[config.mk]
export PLATFORM = sky130hd
export DESIGN_NAME = fir_mac_sequencer_flat
export DESIGN_NICKNAME = d
export VERILOG_FILES = /design/src/rtl/fir_mac_sequencer_pkg.sv /design/src/rtl/fir_mac_sequencer_if.sv /design/src/rtl/fir_mac_sequencer_mac_unit.sv /design/src/rtl/fir_mac_sequencer.sv /design/src/flat_wrapper.sv
export SDC_FILE = /design/constraint.sdc
export NUM_CORES = 1
export LEC_CHECK = 0
export ABC_CLOCK_PERIOD_IN_PS = 5300
export CAP_MARGIN = 20
export CORE_MARGIN = 2
export CORE_UTILIZATION = 60
export DETAILED_ROUTE_END_ITERATION = 6
export GPL_TIMING_DRIVEN = 0
export PLACE_DENSITY = 0.81
export SETUP_SLACK_MARGIN = 0.2
export SYNTH_ARGS = -nofsm -noshare
export SYNTH_HDL_FRONTEND = slang
export SYNTH_SLANG_ARGS = --single-unit
[constraint.sdc]
create_clock -name clock -period 5.3 [get_ports clock]
set_input_delay 1.06 -clock clock [delete_from_list [all_inputs] [get_ports clock]]
set_output_delay 1.06 -clock clock [all_outputs]
set_load 0.02 [all_outputs]
[src/rtl/fir_mac_sequencer_pkg.sv]
// Shared types and sizing for the time-multiplexed FIR sequencer.
// Optional result counter is enabled by defining FIR_SEQ_PERF_CNT_EN.
package fir_seq_pkg;

    localparam int TAPS      = 10;
    localparam int DW        = 4;
    localparam int CW        = 4;
    localparam int OW        = 12;
    localparam int TAP_IDX_W = $clog2(TAPS);
    localparam int ADDR_W    = 4;
    localparam int CNT_W     = 16;

    typedef enum logic [1:0] {
        IDLE = 2'd0,
        MAC  = 2'd1,
        HOLD = 2'd2
    } state_t;

endpackage

[src/rtl/fir_mac_sequencer_if.sv]
// Sample, coefficient and result handshakes of the FIR sequencer.
// result_count exists only when FIR_SEQ_PERF_CNT_EN is defined.
interface fir_mac_sequencer_if;

    logic                        in_valid;
    logic                        in_ready;
    logic [fir_seq_pkg::DW-1:0]  in_data;
    logic                        coef_we;
    logic [fir_seq_pkg::ADDR_W-1:0] coef_addr;
    logic [fir_seq_pkg::CW-1:0]  coef_data;
    logic                        coef_ready;
    logic                        out_valid;
    logic                        out_ready;
    logic [fir_seq_pkg::OW-1:0]  out_data;
    logic                        busy;
`ifdef FIR_SEQ_PERF_CNT_EN
    logic [fir_seq_pkg::CNT_W-1:0] result_count;

    modport slave (
        input  in_valid, in_data, coef_we, coef_addr, coef_data, out_ready,
        output in_ready, coef_ready, out_valid, out_data, busy, result_count
    );
    modport master (
        output in_valid, in_data, coef_we, coef_addr, coef_data, out_ready,
        input  in_ready, coef_ready, out_valid, out_data, busy, result_count
    );
`else
    modport slave (
        input  in_valid, in_data, coef_we, coef_addr, coef_data, out_ready,
        output in_ready, coef_ready, out_valid, out_data, busy
    );
    modport master (
        output in_valid, in_data, coef_we, coef_addr, coef_data, out_ready,
        input  in_ready, coef_ready, out_valid, out_data, busy
    );
`endif

endinterface

[src/rtl/fir_mac_sequencer_mac_unit.sv]
// Registered multiply-accumulate: clear wins over enable, product zero-extended.
module fir_mac_unit #(
    parameter int DW = 4,
    parameter int CW = 4,
    parameter int OW = 12
) (
    input  logic          clock,
    input  logic          reset,
    input  logic          clr,
    input  logic          en,
    input  logic [DW-1:0] x,
    input  logic [CW-1:0] h,
    output logic [OW-1:0] acc
);

    logic [DW+CW-1:0] prod;

    assign prod = x * h;

    always_ff @(posedge clock or negedge reset) begin
        if (!reset) begin
            acc <= '0;
        end else if (clr) begin
            acc <= '0;
        end else if (en) begin
            acc <= acc + {{(OW-DW-CW){1'b0}}, prod};
        end
    end

endmodule

[src/rtl/fir_mac_sequencer.sv]
// Ten-tap FIR built on one MAC: accept a sample, run TAPS accumulate steps, hold result.
// Define FIR_SEQ_PERF_CNT_EN to add a saturating count of delivered results.
module fir_mac_sequencer
    import fir_seq_pkg::*;
(
    input  logic               clock,
    input  logic               reset,
    fir_mac_sequencer_if.slave bus
);

    state_t                      state, state_nxt;
    logic [TAPS-1:0][DW-1:0]     x;
    logic [TAPS-1:0][CW-1:0]     h;
    logic [TAP_IDX_W-1:0]        tap;
    logic [OW-1:0]               acc;
    logic                        in_ready, coef_ready, out_valid;
    logic                        accept, coef_wr, mac_clr, mac_en;

    always_ff @(posedge clock or negedge reset) begin
        if (!reset) state <= IDLE;
        else        state <= state_nxt;
    end

    always_comb begin
        state_nxt  = state;
        in_ready   = 1'b0;
        coef_ready = 1'b0;
        out_valid  = 1'b0;
        mac_clr    = 1'b0;
        mac_en     = 1'b0;
        case (state)
            IDLE: begin
                in_ready   = 1'b1;
                coef_ready = 1'b1;
                if (bus.in_valid) begin
                    mac_clr   = 1'b1;
                    state_nxt = MAC;
                end
            end
            MAC: begin
                mac_en = 1'b1;
                if (tap == TAP_IDX_W'(TAPS-1)) state_nxt = HOLD;
            end
            HOLD: begin
                out_valid = 1'b1;
                if (bus.out_ready) state_nxt = IDLE;
            end
            default: state_nxt = IDLE;
        endcase
    end

    assign accept  = bus.in_valid & in_ready;
    // Writes outside IDLE are dropped, and out-of-range indices never touch the file.
    assign coef_wr = bus.coef_we & coef_ready & (bus.coef_addr < ADDR_W'(TAPS));

    always_ff @(posedge clock or negedge reset) begin
        if (!reset) begin
            x <= '0;
        end else if (accept) begin
            x <= {x[TAPS-2:0], bus.in_data};
        end
    end

    always_ff @(posedge clock or negedge reset) begin
        if (!reset) begin
            h <= '0;
        end else if (coef_wr) begin
            h[bus.coef_addr[TAP_IDX_W-1:0]] <= bus.coef_data;
        end
    end

    always_ff @(posedge clock or negedge reset) begin
        if (!reset) begin
            tap <= '0;
        end else if (accept) begin
            tap <= '0;
        end else if (mac_en) begin
            tap <= tap + TAP_IDX_W'(1);
        end
    end

    fir_mac_unit #(
        .DW (DW),
        .CW (CW),
        .OW (OW)
    ) u_mac (
        .clock (clock),
        .reset (reset),
        .clr   (mac_clr),
        .en    (mac_en),
        .x     (x[tap]),
        .h     (h[tap]),
        .acc   (acc)
    );

    assign bus.in_ready   = in_ready;
    assign bus.coef_ready = coef_ready;
    assign bus.out_valid  = out_valid;
    assign bus.out_data   = acc;
    assign bus.busy       = (state != IDLE);

`ifdef FIR_SEQ_PERF_CNT_EN
    logic [CNT_W-1:0] result_count;

    always_ff @(posedge clock or negedge reset) begin
        if (!reset) begin
            result_count <= '0;
        end else if (out_valid && bus.out_ready && (result_count != {CNT_W{1'b1}})) begin
            result_count <= result_count + CNT_W'(1);
        end
    end

    assign bus.result_count = result_count;
`endif

endmodule

[src/flat_wrapper.sv]
// flat-port wrapper written by rule: the top's interface ports become plain ports
module fir_mac_sequencer_flat import fir_seq_pkg::*;
  (clock, reset, bus_in_valid, bus_in_data, bus_coef_we, bus_coef_addr, bus_coef_data, bus_out_ready, bus_in_ready, bus_coef_ready, bus_out_valid, bus_out_data, bus_busy);
  fir_mac_sequencer_if bus_i ();
  input  logic clock;
  input  logic reset;
  input wire logic [$bits(bus_i.in_valid)-1:0] bus_in_valid;
  input wire logic [$bits(bus_i.in_data)-1:0] bus_in_data;
  input wire logic [$bits(bus_i.coef_we)-1:0] bus_coef_we;
  input wire logic [$bits(bus_i.coef_addr)-1:0] bus_coef_addr;
  input wire logic [$bits(bus_i.coef_data)-1:0] bus_coef_data;
  input wire logic [$bits(bus_i.out_ready)-1:0] bus_out_ready;
  output wire logic [$bits(bus_i.in_ready)-1:0] bus_in_ready;
  output wire logic [$bits(bus_i.coef_ready)-1:0] bus_coef_ready;
  output wire logic [$bits(bus_i.out_valid)-1:0] bus_out_valid;
  output wire logic [$bits(bus_i.out_data)-1:0] bus_out_data;
  output wire logic [$bits(bus_i.busy)-1:0] bus_busy;
  assign bus_i.in_valid = bus_in_valid;
  assign bus_i.in_data = bus_in_data;
  assign bus_i.coef_we = bus_coef_we;
  assign bus_i.coef_addr = bus_coef_addr;
  assign bus_i.coef_data = bus_coef_data;
  assign bus_i.out_ready = bus_out_ready;
  assign bus_in_ready = bus_i.in_ready;
  assign bus_coef_ready = bus_i.coef_ready;
  assign bus_out_valid = bus_i.out_valid;
  assign bus_out_data = bus_i.out_data;
  assign bus_busy = bus_i.busy;
  fir_mac_sequencer u_core (.clock(clock), .reset(reset), .bus(bus_i));
endmodule
=== After elaboration in Yosys (flattened, before gate mapping) ===
Cells that the tools add are included.

* Bits of input ports: 17
* Logic and storage cells: 65
* Output and inout bits: 16
* Bits in registers: 98

* Eq/ne operators: 6
* Multiply operators: 1
* Bitwise operators: 3
* Multiplexer cells: 20
* $lt $le $gt $ge: 4
* Reduce and logical (&&, ||, !) cells: 6
* Add/sub/neg operators: 2

{| class="wikitable"
|+ Operators with widths
! operator !! count
|-
| bitwise mux 40 bit || 1
|-
| binary-select mux 4 bit (select 4 bit) || 2
|-
| 2-to-1 mux 12 bit || 2
|-
| 2-to-1 mux 4 bit || 5
|-
| demux 4 bit (select 4 bit) || 1
|-
| adder 12 x 8 -> 12 bit || 1
|-
| less-than comparator 4 x 5 -> 1 bit, second input constant || 2
|-
| multiplier 4 x 4 -> 8 bit || 1
|-
| 2-to-1 mux 2 bit || 3
|-
| case mux 2 bit (3 select lines) || 1
|-
| nonzero test 2 bit || 3
|-
| 2-to-1 mux 1 bit || 5
|-
| adder 4 x 1 -> 4 bit, second input constant || 1
|-
| == test 4 bit, second input constant || 1
|-
| >= comparator 4 x 1 -> 1 bit, second input constant || 1
|-
| less-than comparator 4 bit, second input constant || 1
|-
| inequality test 2 bit, second input constant || 2
|-
| AND 1 bit || 3
|-
| AND reduction 3 bit || 1
|-
| == test 2 x 1 -> 1 bit, second input constant || 1
|-
| == test 2 bit, second input constant || 1
|-
| logical NOT 2 bit || 1
|-
| inequality test 2 x 1 -> 1 bit, second input constant || 1
|-
| logical AND 1 bit || 1
|}

=== Logic depth before layout (Yosys ltp) ===
* Word-level depth: 6
* Depth in mapped cells: 18
* Depth with buffers taken out: 16

=== Modules after synthesis ===
From an unflattened synthesis, not the netlist that was laid out.

* Cell total of the unflattened synthesis: 433
* Area, all modules: 5358.9 um^2

{| class="wikitable"
|+ By module, submodules not included
! module !! area each (um^2) !! seq. area each (um^2) !! instances !! cells an instance
|-
| fir_mac_sequencer || 4043.9 || 2152.1 || 1 || 286
|-
| fir_mac_unit || 1315.0 || 300.3 || 1 || 147
|}

=== Worst setup path before layout ===
No wires, ideal clock.

* Path kind: flip-flop to flip-flop
* From: register u_core.tap[0]
* To: register u_core.u_mac.acc[9]
* Cell stages (with the launch flop): 17
* Clock period less this slack: 4.517 ns
* Data arrival time: 4.378 ns
* Buffers on the path: 2
* Setup slack: 0.783 ns
* Setup time: 0.139 ns
* Required time: 5.161 ns
* Cells stage by stage: dfrtp_1 -> buf_6 -> buf_6 -> mux4_2 -> a22o_1 -> a21oi_2 -> or2_1 -> fa_1 -> fa_1 -> fa_1 -> inv_1 -> ha_1 -> a21oi_1 -> nor2_1 -> o311ai_0 -> a21oi_1 -> mux2i_1

* Cells in the longest elaborated chain, start to end: 6
* Elaborated cells on any way between the ends: 8
* Classes of those cells: add/sub (1); mul (1); mux (6)

{| class="wikitable"
|+ Ends and longest elaborated chain
! element !! line !! text
|-
| start: declaration || fir_mac_sequencer.sv:14 || <nowiki>logic [TAP_IDX_W-1:0] tap;</nowiki>
|-
| start signal: assignment || fir_mac_sequencer.sv:78 || <nowiki>tap <= tap + TAP_IDX_W'(1);</nowiki>
|-
| binary-select mux 4 bit (select 4 bit) (on tied branches) || fir_mac_sequencer.sv:91, fir_mac_sequencer.sv:92 ||
|-
| 2-to-1 mux 4 bit (on tied branches) || fir_mac_sequencer.sv:91, fir_mac_sequencer.sv:92 ||
|-
| multiplier 4 x 4 -> 8 bit * || fir_mac_sequencer_mac_unit.sv:18 || <nowiki>assign prod = x * h;</nowiki>
|-
| adder 12 x 8 -> 12 bit * || fir_mac_sequencer_mac_unit.sv:26 || <nowiki>acc <= acc + {{(OW-DW-CW){1'b0}}, prod};</nowiki>
|-
| 2-to-1 mux 12 bit * || fir_mac_sequencer_mac_unit.sv:25 || <nowiki>end else if (en) begin</nowiki>
|-
| 2-to-1 mux 12 bit * || fir_mac_sequencer_mac_unit.sv:23 || <nowiki>end else if (clr) begin</nowiki>
|-
| end signal: assignment || fir_mac_sequencer_mac_unit.sv:26 ||
|-
| end: declaration || fir_mac_sequencer_mac_unit.sv:13 || <nowiki>output logic [OW-1:0] acc</nowiki>
|}

Every way passes the cells marked *; elsewhere a longest branch is shown, timed or not. The select of a mux whose other input is x is not followed.
A chain may end at the register's enable or synchronous reset.

=== Worst setup path in the final report ===
* From: register u_core.tap[0]
* To: register u_core.u_mac.acc[8]

The elaborated chain is that of the path after synthesis.

==> qor.txt <==
outcome = finished, final reports clean
Ys Warns = 0
power density over the cells = 497 nW/um2
first-pass GRT wire length = 17100 um
I/O Buffers = 28
Non-Filler Instances = 560
routed vias/inst = 5.87
Synth Flop Type = dfrtp_1
antenna violation net count after detailed routing = 0
Post-Syn Area = 5260 um2
area growth from synthesis to layout = 12.7%
# placed instances = 544
IO Pins = 33
cts bufs inserted = 9
area leader, netlist = dfrtp_1
leakage power = 2.75 nW
initial cell density of the core = 0.612
Die H = 97.6 um
hpwl dp = 7260 um
Worst-Skew Late Latency = 0.37 ns
CP Capture Type = flip-flop
CTS clk-pin slew, worst paths = 0.10 ns
crit path DAT = 5.14 ns
clk buf depth = 2
register bit count reported by yosys = 98
crit path time final = 4.83 ns
vias in the first global route = 3392
ANT cells = 0
via count = 3289
Util after Layout = 0.689
clock skew = 0.0132 ns
drt drc = 0
Final setup violation count = 0
Avg Cell Area, Syn = 12.9 um2
Slew Limit Headroom = 0.528
Final Slew Violations = 0
slowest CP cell = mux4_2
top post-synthesis cells by area = dfrtp_1 47%, mux2_2 17%, mux4_2 6.9%
required time of the critical path = 5.61 ns
Fmax = 207 MHz
GRT Overall Usage = 0.227
unrepaired setup endpoints after global routing = false
CTS tree = done
Synth Net Count = 453
Core Area = 8590 um2
CP max FO = 10
Async SR Flop Fraction = 1.00
clock root buffer = clkbuf_8
initial antenna violation count = 0
post-DR wirelength/cell = 17.8 um
pin count of the biggest net entering global routing = 77
CP Class = reg2reg
most frequent cell after synthesis = dfrtp_1
First-pass DRT Iterations = 4
global route total overflow = 0
Placer Congestion = 0.749
Top cell by count, worst path = fa_1
leading cell types by count after synthesis = 98 x dfrtp_1, 80 x mux2_2, 25 x inv_1, 20 x ha_1, 20 x nand3_1
fin crit share = 0.910
post-synthesis sequential area ratio = 0.467
CTS H-Tree Depth = 3
final hold slack = 0.490 ns
final net count = 493
CP Launch Type = flip-flop
layout cell share with drive strength beyond 1 = 0.321
CP max stage delay = 0.53 ns
clock sinks = 98
max-cap violations = 0
final hold vios = 0
die width = 97.6 um
synth unique cells = 42
post-synthesis instance total = 407
final wirelength = 9970 um
Least-Margin Pin Slew = 0.706 ns
EDFF count, synth = 0
worst hold path type = reg2reg
Site Rows = 34
Die Footprint = 9520 um2
Synth top area share = 0.467
cells along the critical path = buf_8 > buf_8 > mux4_2 > a22o_1 > a21oi_2 > or2_1 > fa_1 > fa_1 > fa_1 > inv_1 > ha_1 > nand2_1 > o21ai_0 > a21oi_1 > or4_1 > nand3_1
IR drop worst, VDD = 0.233 mV
First DRT Iteration DRCs = 147
## cells by family (layout without fill, tap and decap cells)
kind of cell,count (synthesis),after routing,synth area share
XOR/XNOR,5,5,0.00833
adder cells (fa/ha/maj),29,29,0.0819
AO/OA/AOI/OAI,42,42,0.0552
multiplexers,108,108,0.265
AND/OR/NAND/NOR,80,80,0.0862
flip-flops,98,98,0.467
buffers and inverters,45,90,0.0369
## per-stage QoR
stage               TNS [ns]  power [mW]  setup WS [ns]  area [um2]
global route               0        3.15          0.212        5920
CTS                        0        2.94          0.300        5890
floorplan                  0        2.10          0.783        5260
global placement      -32.84        2.39         -0.343        5670
detailed placement         0        2.47          0.109        5700
finish                     0        2.94          0.475        5920
## report_power, final
group | switching (mW) | leakage, nW | internal [mW] | total, mW
combinational | 0.645 | 1.37 | 0.650 | 1.30
sequential | 0.182 | 1.29 | 1.01 | 1.19
clock | 0.280 | 0.0879 | 0.178 | 0.458
total | 1.11 | 2.75 | 1.84 | 2.94
## critical path: cells and delay by family, from the launching register on
kind                     cells  cell delay [ns]
adder cells (fa/ha/maj)      4             1.85
AND/OR/NAND/NOR              4             0.85
AO/OA/AOI/OAI                4             0.73
multiplexers                 1             0.53
flip-flops                   1             0.42
buffers and inverters        3             0.40
## state kept, by name, indices dropped and copies added (netlist names)
name              count
u_core.x             40
u_core.state          2
u_core.u_mac.acc     12
u_core.tap            4
u_core.h             40
## final cells by class
type | count | area [um2]
multi-input cells | 264 | 2640
clock inverters | 7 | 61.3
fillers | 626 | 2670
flip-flops and latches | 98 | 2450
inverters | 25 | 93.8
repair buffers | 29 | 305
clock buffers | 9 | 124
well taps | 108 | 135
plain buffers | 20 | 110
## layout by cell type (no fill, tap or decap), drive strengths merged, types with 9 or more instances in the layout
cell type,count
clkbuf,15
dfrtp,98
buf,16
mux2,88
fa,9
nor2,19
nand2,17
inv,27
clkdlybuf4s50,27
a21oi,18
mux4,16
ha,20
o21ai,10
nand3,20
## final timing paths
path	startpoint	endpoint	slack [ns]	cells after the start
min in group asynchronous	reset	u_core.u_mac.acc[10]	0.57	1
worst max-delay path	u_core.tap[0]	u_core.u_mac.acc[8]	0.47	16
max in group asynchronous	reset	u_core.x[0]	4.06	2
worst max register to register	u_core.tap[0]	u_core.u_mac.acc[8]	0.47	16
worst min register to register	u_core.u_mac.acc[11]	u_core.u_mac.acc[11]	0.49	1
worst min-delay path	u_core.u_mac.acc[11]	u_core.u_mac.acc[11]	0.49	1
## metal layers
| metal | wire, um | vias up | track usage |
|---|---|---|---|
| met3 | 288 | 15 | 0.0381 |
| met5 | 0 | - | 0 |
| li1 | - | 1535 | - |
| met4 | 169 | 0 | 0.0769 |
| met2 | 5030 | 57 | 0.380 |
| met1 | 4480 | 1682 | 0.304 |
## repair_timing
action                     CTS  global route
gates resized for setup      3             9
setup endpoints to repair    2             6
hold buffers                 0             0
buffers inserted             0             0
Note: power is estimated with default switching activity, not from simulation.
==> patch 1: new RTL, same flow settings <==
`DW` is set to 4 in 2 places; all go to 6.
--- a/src/rtl/fir_mac_sequencer_pkg.sv
+++ b/src/rtl/fir_mac_sequencer_pkg.sv
@@ -4,5 +4,5 @@
 
     localparam int TAPS      = 10;
-    localparam int DW        = 4;
+    localparam int DW        = 6;
     localparam int CW        = 4;
     localparam int OW        = 12;
--- a/src/rtl/fir_mac_sequencer_mac_unit.sv
+++ b/src/rtl/fir_mac_sequencer_mac_unit.sv
@@ -1,5 +1,5 @@
 // Registered multiply-accumulate: clear wins over enable, product zero-extended.
 module fir_mac_unit #(
-    parameter int DW = 4,
+    parameter int DW = 6,
     parameter int CW = 4,
     parameter int OW = 12
Interface: changed (resized bus_in_data); port bits go from 33 to 35. No check against the original RTL was run, so the function may have changed too.
==> patch 1 against the original RTL <==
Cell area grew 30%; sequential cell count grew 20; sequential share of layout area shrank 3.1 points; synthesized area grew 24%; core utilization grew 2.8 points; wire length grew 42%; worst setup slack lost 54 ps; via count grew 35%; count of clock-buffer cells in the layout grew 13; cell count grew 33%; largest cell class unchanged.
Power is not compared: it rests on default switching activity, and its combinational part moved more than twofold at a synthesized area within 25%.
==> patch 1: results (changes against the original RTL) <==
status -> finished, final reports clean (unchanged)
DRT iter0 DRCs -> 371 (was 147)
htree depth -> 4 (was 3)
Final Net Count -> 650 (was 493)
vias in the first global route -> 4592 (was 3392)
IO Port Bufs -> 30 (was 28)
skew final -> 11.44 ps (was 13.21 ps)
Mapped Nets -> 593 (was 453)
share of cells above drive strength 1 -> 0.3548 (was 0.3208)
Slew headroom -> 0.4942 (was 0.5277)
Fill cells -> 728 (was 626)
CP arrival -> 5320 ps (was 5140 ps)
top post-synthesis cells by area -> dfrtp_1, mux2_2, fa_1 (was dfrtp_1, mux2_2, mux4_2)
CTS buffer count -> 17 (was 9)
Adder-Cell Fraction of Synth Area -> 0.08800 (was 0.08190)
multiplexer share of the synthesized area -> 0.2588 (was 0.2648)
hpwl dp -> 9425 um (was 7260 um)
R2R Path End -> u_core.u_mac.acc[11] (was u_core.u_mac.acc[8])
pre-CTS setup slack -> 288.0 ps (was 109.5 ps)
Reg2Reg Depth -> 17 (was 16)
DR vias -> 4444 (was 3289)
Compound-Gate Fraction of Synth Area -> 0.06428 (was 0.05524)
FMAX -> 205.0 MHz (was 207.2 MHz)
Unique masters post-synth -> 46 (was 42)
first-pass GRT wire length -> 23070 um (was 17060 um)
patch 1: what timing repair did:
action	4_1_cts	5_1_grt
buffers inserted	0	7
hold buffers	0	0
gates resized for setup	0	7
setup endpoints to repair	0	6
patch 1: final cells by class:
class | count | area (sq um) | share of cell area
repair buffers | 38 | 377.9 | 0.04905
well taps | 140 | 175.2 | 0.02274
plain buffers | 25 | 170.2 | 0.02209
inverters | 41 | 153.9 | 0.01998
flip-flops and latches | 118 | 2953 | 0.3833
clock inverters | 9 | 123.9 | 0.01608
clock buffers | 22 | 473.0 | 0.06139
multi-input cells | 353 | 3277 | 0.4254
patch 1: metal layers:
layer / routed length [um] / vias up
li1: - / 2001
met1: 6043 / 2268
met2: 7093 / 144
met3: 693 / 31
met4: 337 / 0
met5: 0 / -
patch 1: worst register-to-register path: stages (launching register included):
cell and delay [ps]:
dfrtp_1 420, buf_6 200, buf_6 210, mux2_2 370, o22ai_1 150, nor3_1 100, a21oi_2 290, or2_1 170
fa_1 450, fa_1 510, fa_1 510, inv_1 40, ha_1 330, nor2b_1 160, o31a_1 310, o31ai_2 300
a21oi_1 120, o211ai_1 180
patch 1: how the worst min path moves through the flow:
stage	slack, ps	end	startpoint	depth (start not counted)
after floorplan	470	u_core.h[5]	u_core.h[5]	1
after global placement	480	u_core.x[55]	u_core.x[55]	1
after detailed placement	480	u_core.h[5]	u_core.h[5]	1
after CTS	500	u_core.h[5]	u_core.h[5]	1
after global routing	510	u_core.h[20]	u_core.h[20]	1
final	490	u_core.h[5]	u_core.h[5]	1
patch 1: cells by family (layout without fill, tap and decap cells):
group,Yosys count,count (layout)
fa+ha+maj,37,37
flops,118,118
compound gates,63,63
xor+xnor,3,3
simple gates,110,110
buf+inv,66,135
mux,140,140
patch 1: through the flow:
stage	instances	setup TNS, ps	power, mW	instance area, sq um
3_3_place_gp	707	-136470	4.457	7015
2_1_floorplan	537	0	3.856	6540
4_1_cts	739	0	5.778	7637
3_5_place_dp	708	0	4.581	7041
5_1_grt	746	0	6.331	7704
6_report	746	0	5.876	7704
patch 1: power breakdown:
group	switching, mW	internal, mW	total [mW]	leakage (nW)
Clock	0.402	0.760	1.16	0.300
Sequential	0.236	1.27	1.50	1.52
Combinational	1.71	1.50	3.21	1.79
==> patch 2: new RTL, same flow settings <==
Made on the original files. Encoding of `state_t`: now one-hot (3 bits for 3 states).
--- a/src/rtl/fir_mac_sequencer_pkg.sv
+++ b/src/rtl/fir_mac_sequencer_pkg.sv
@@ -11,8 +11,8 @@
     localparam int CNT_W     = 16;
 
-    typedef enum logic [1:0] {
-        IDLE = 2'd0,
-        MAC  = 2'd1,
-        HOLD = 2'd2
+    typedef enum logic [2:0] {
+        IDLE = 3'b001,
+        MAC  = 3'b010,
+        HOLD = 3'b100
     } state_t;
 
Function: no difference found for any inputs over 10 cycles, from zero or initial values and one cycle with reset low; not proved beyond that.
==> patch 2 against the original RTL <==
Cell area grew 1.8%; wire length grew 12%; sequential share of layout area down 0.32 points; clock power rose by 24%; critical endpoint is now u_core.u_mac.acc[9]; first-iteration DRC count is 100% higher; power rose by 13%; synthesized area up 1.4%; sequential cell count rose by 1; critical path depth unchanged; cell count grew 21%; non-clock buffer count grew 6; worst setup slack worse by 29 ps.
==> patch 2: results (changes against the original RTL) <==
status -> finished, final reports clean (unchanged)
DRT iter0 DRCs -> 298 (was 147)
initial antenna violation count -> 0 (unchanged)
htree depth -> 3 (unchanged)
hpwl dp -> 8060 um (was 7260 um)
Post-synth top cells -> nand2_1, dfrtp_1, mux2_2 (was dfrtp_1, mux2_2, inv_1)
Reg2Reg Depth -> 16 (unchanged)
Synth Area in XOR/XNOR -> 0.01315 (was 0.008333)
WHS Path Cells -> 2 (was 1)
first-pass GRT wire length -> 19020 um (was 17060 um)
multiplexer share of the synthesized area -> 0.1729 (was 0.2648)
Max VDD drop -> 0.0002632 V (was 0.0002331 V)
Final Net Count -> 609 (was 493)
routability congestion estimate -> 0.8296 (was 0.7493)
CTS buffer count -> 9 (unchanged)
Worst-path clk slew -> 100 ps (about the same)
ant diodes -> 0 (unchanged)
Max clock buf depth -> 2 (unchanged)
share of the yosys chip area belonging to registers -> 0.4652 (was 0.4667)
largest net degree at the start of global routing -> 64 (was 77)
share of cells above drive strength 1 -> 0.1708 (was 0.3208)
Adder-Cell Fraction of Synth Area -> 0.08079 (was 0.08190)
placed cell areas -> 5768 sq um (was 5695 sq um)
Mapped Nets -> 569 (was 453)
CP arrival -> 5090 ps (was 5140 ps)
drt first pass iters -> 6 (was 4)
yosys warns -> 0 (unchanged)
top post-synthesis cells by area -> dfrtp_1, nand2_1, mux2_2 (was dfrtp_1, mux2_2, mux4_2)
skew final -> 12.86 ps (was 13.21 ps)
Unique masters post-synth -> 45 (was 42)
Slew headroom -> 0.6266 (was 0.5277)
maximum fanout along the worst path -> 9 (was 10)
Leakage -> 2.895 nW (was 2.750 nW)
Compound-Gate Fraction of Synth Area -> 0.04955 (was 0.05524)
Worst path slowest cell -> mux4_2 (unchanged)
Clock Latency Late Sink -> 370 ps (about the same)
GRT Util Overall -> 0.2494 (was 0.2271)
DR vias -> 3863 (was 3289)
drt total wl -> 11210 um (was 9971 um)
[patch 2: cell types whose count changed after synthesis, sizes merged, moves of 8 or more]
cell   delta
a21oi     -9
a22o      -8
mux2     -48
nand2   +146
nand3    -13
nor2      +8
o21ai    +15
[patch 2: repair_timing]
action / CTS / global route
hold endpoints to repair: 0 / 0
buffers inserted: 0 / 0
endpoints found under the setup margin: 3 / 4
gates resized for setup: 5 / 5
[patch 2: path summary, 6_finish.rpt]
| kind | from | end | slack [ps] |
|---|---|---|---|
| max | u_core.tap[0] | u_core.u_mac.acc[9] | 450 |
| min | u_core.x[37] | u_core.x[37] | 490 |
| max reg2reg | u_core.tap[0] | u_core.u_mac.acc[9] | 450 |
| min reg2reg | u_core.x[37] | u_core.x[37] | 490 |
| max in group asynchronous | reset | u_core.h[7] | 3980 |
| min in group asynchronous | reset | u_core.u_mac.acc[6] | 640 |
[patch 2: tightest hold or removal path, stage by stage, from the launching register on]
cell	delay, ps
dfrtp_1	360
nand2_1	50
nand2_1	60
[patch 2: final cells by class]
class	count	area (sq um)
Clock buffer	10	137.6
Timing Repair Buffer	29	305.3
Buffer	26	128.9
Inverter	24	90.09
Fill cell	663	2649
Multi-Input combinational cell	374	2658
Tap cell	108	135.1
Clock inverter	6	96.34
Sequential cell	99	2479
[patch 2: cell families (layout without fill, tap and decap cells)]
logic type	after synthesis	count (layout)
AOI/OAI and AO/OA	46	46
xor gates and xnor gates	8	8
adders and majority gates	29	29
buffers and inverters	50	95
DFF	99	99
muxes	67	67
and+or+nand+nor	224	224
[patch 2: per-stage QoR]
step / setup WS, ps / cells / utilization
floorplan: 732.6 / 523 / -
global placement: -371.0 / 659 / 0.6618
detailed placement: 49.90 / 660 / 0.6646
CTS: 238.3 / 676 / 0.6923
global route: 200.8 / 676 / 0.6948
finish: 445.7 / 676 / 0.6948
[patch 2: metal layers]
layer | global-route usage | wire length, um
met1 | 0.3363 | 5081
met2 | 0.4120 | 5516
met3 | 0.04009 | 416
met4 | 0.09589 | 192
met5 | 0 | 0
[patch 2: report_power, final]
group          internal (mW)  total, mW  switching [mW]
logic                  0.693       1.53           0.832
registers               1.05       1.24           0.188
clock network          0.285      0.567           0.282
total                   2.02       3.33            1.30
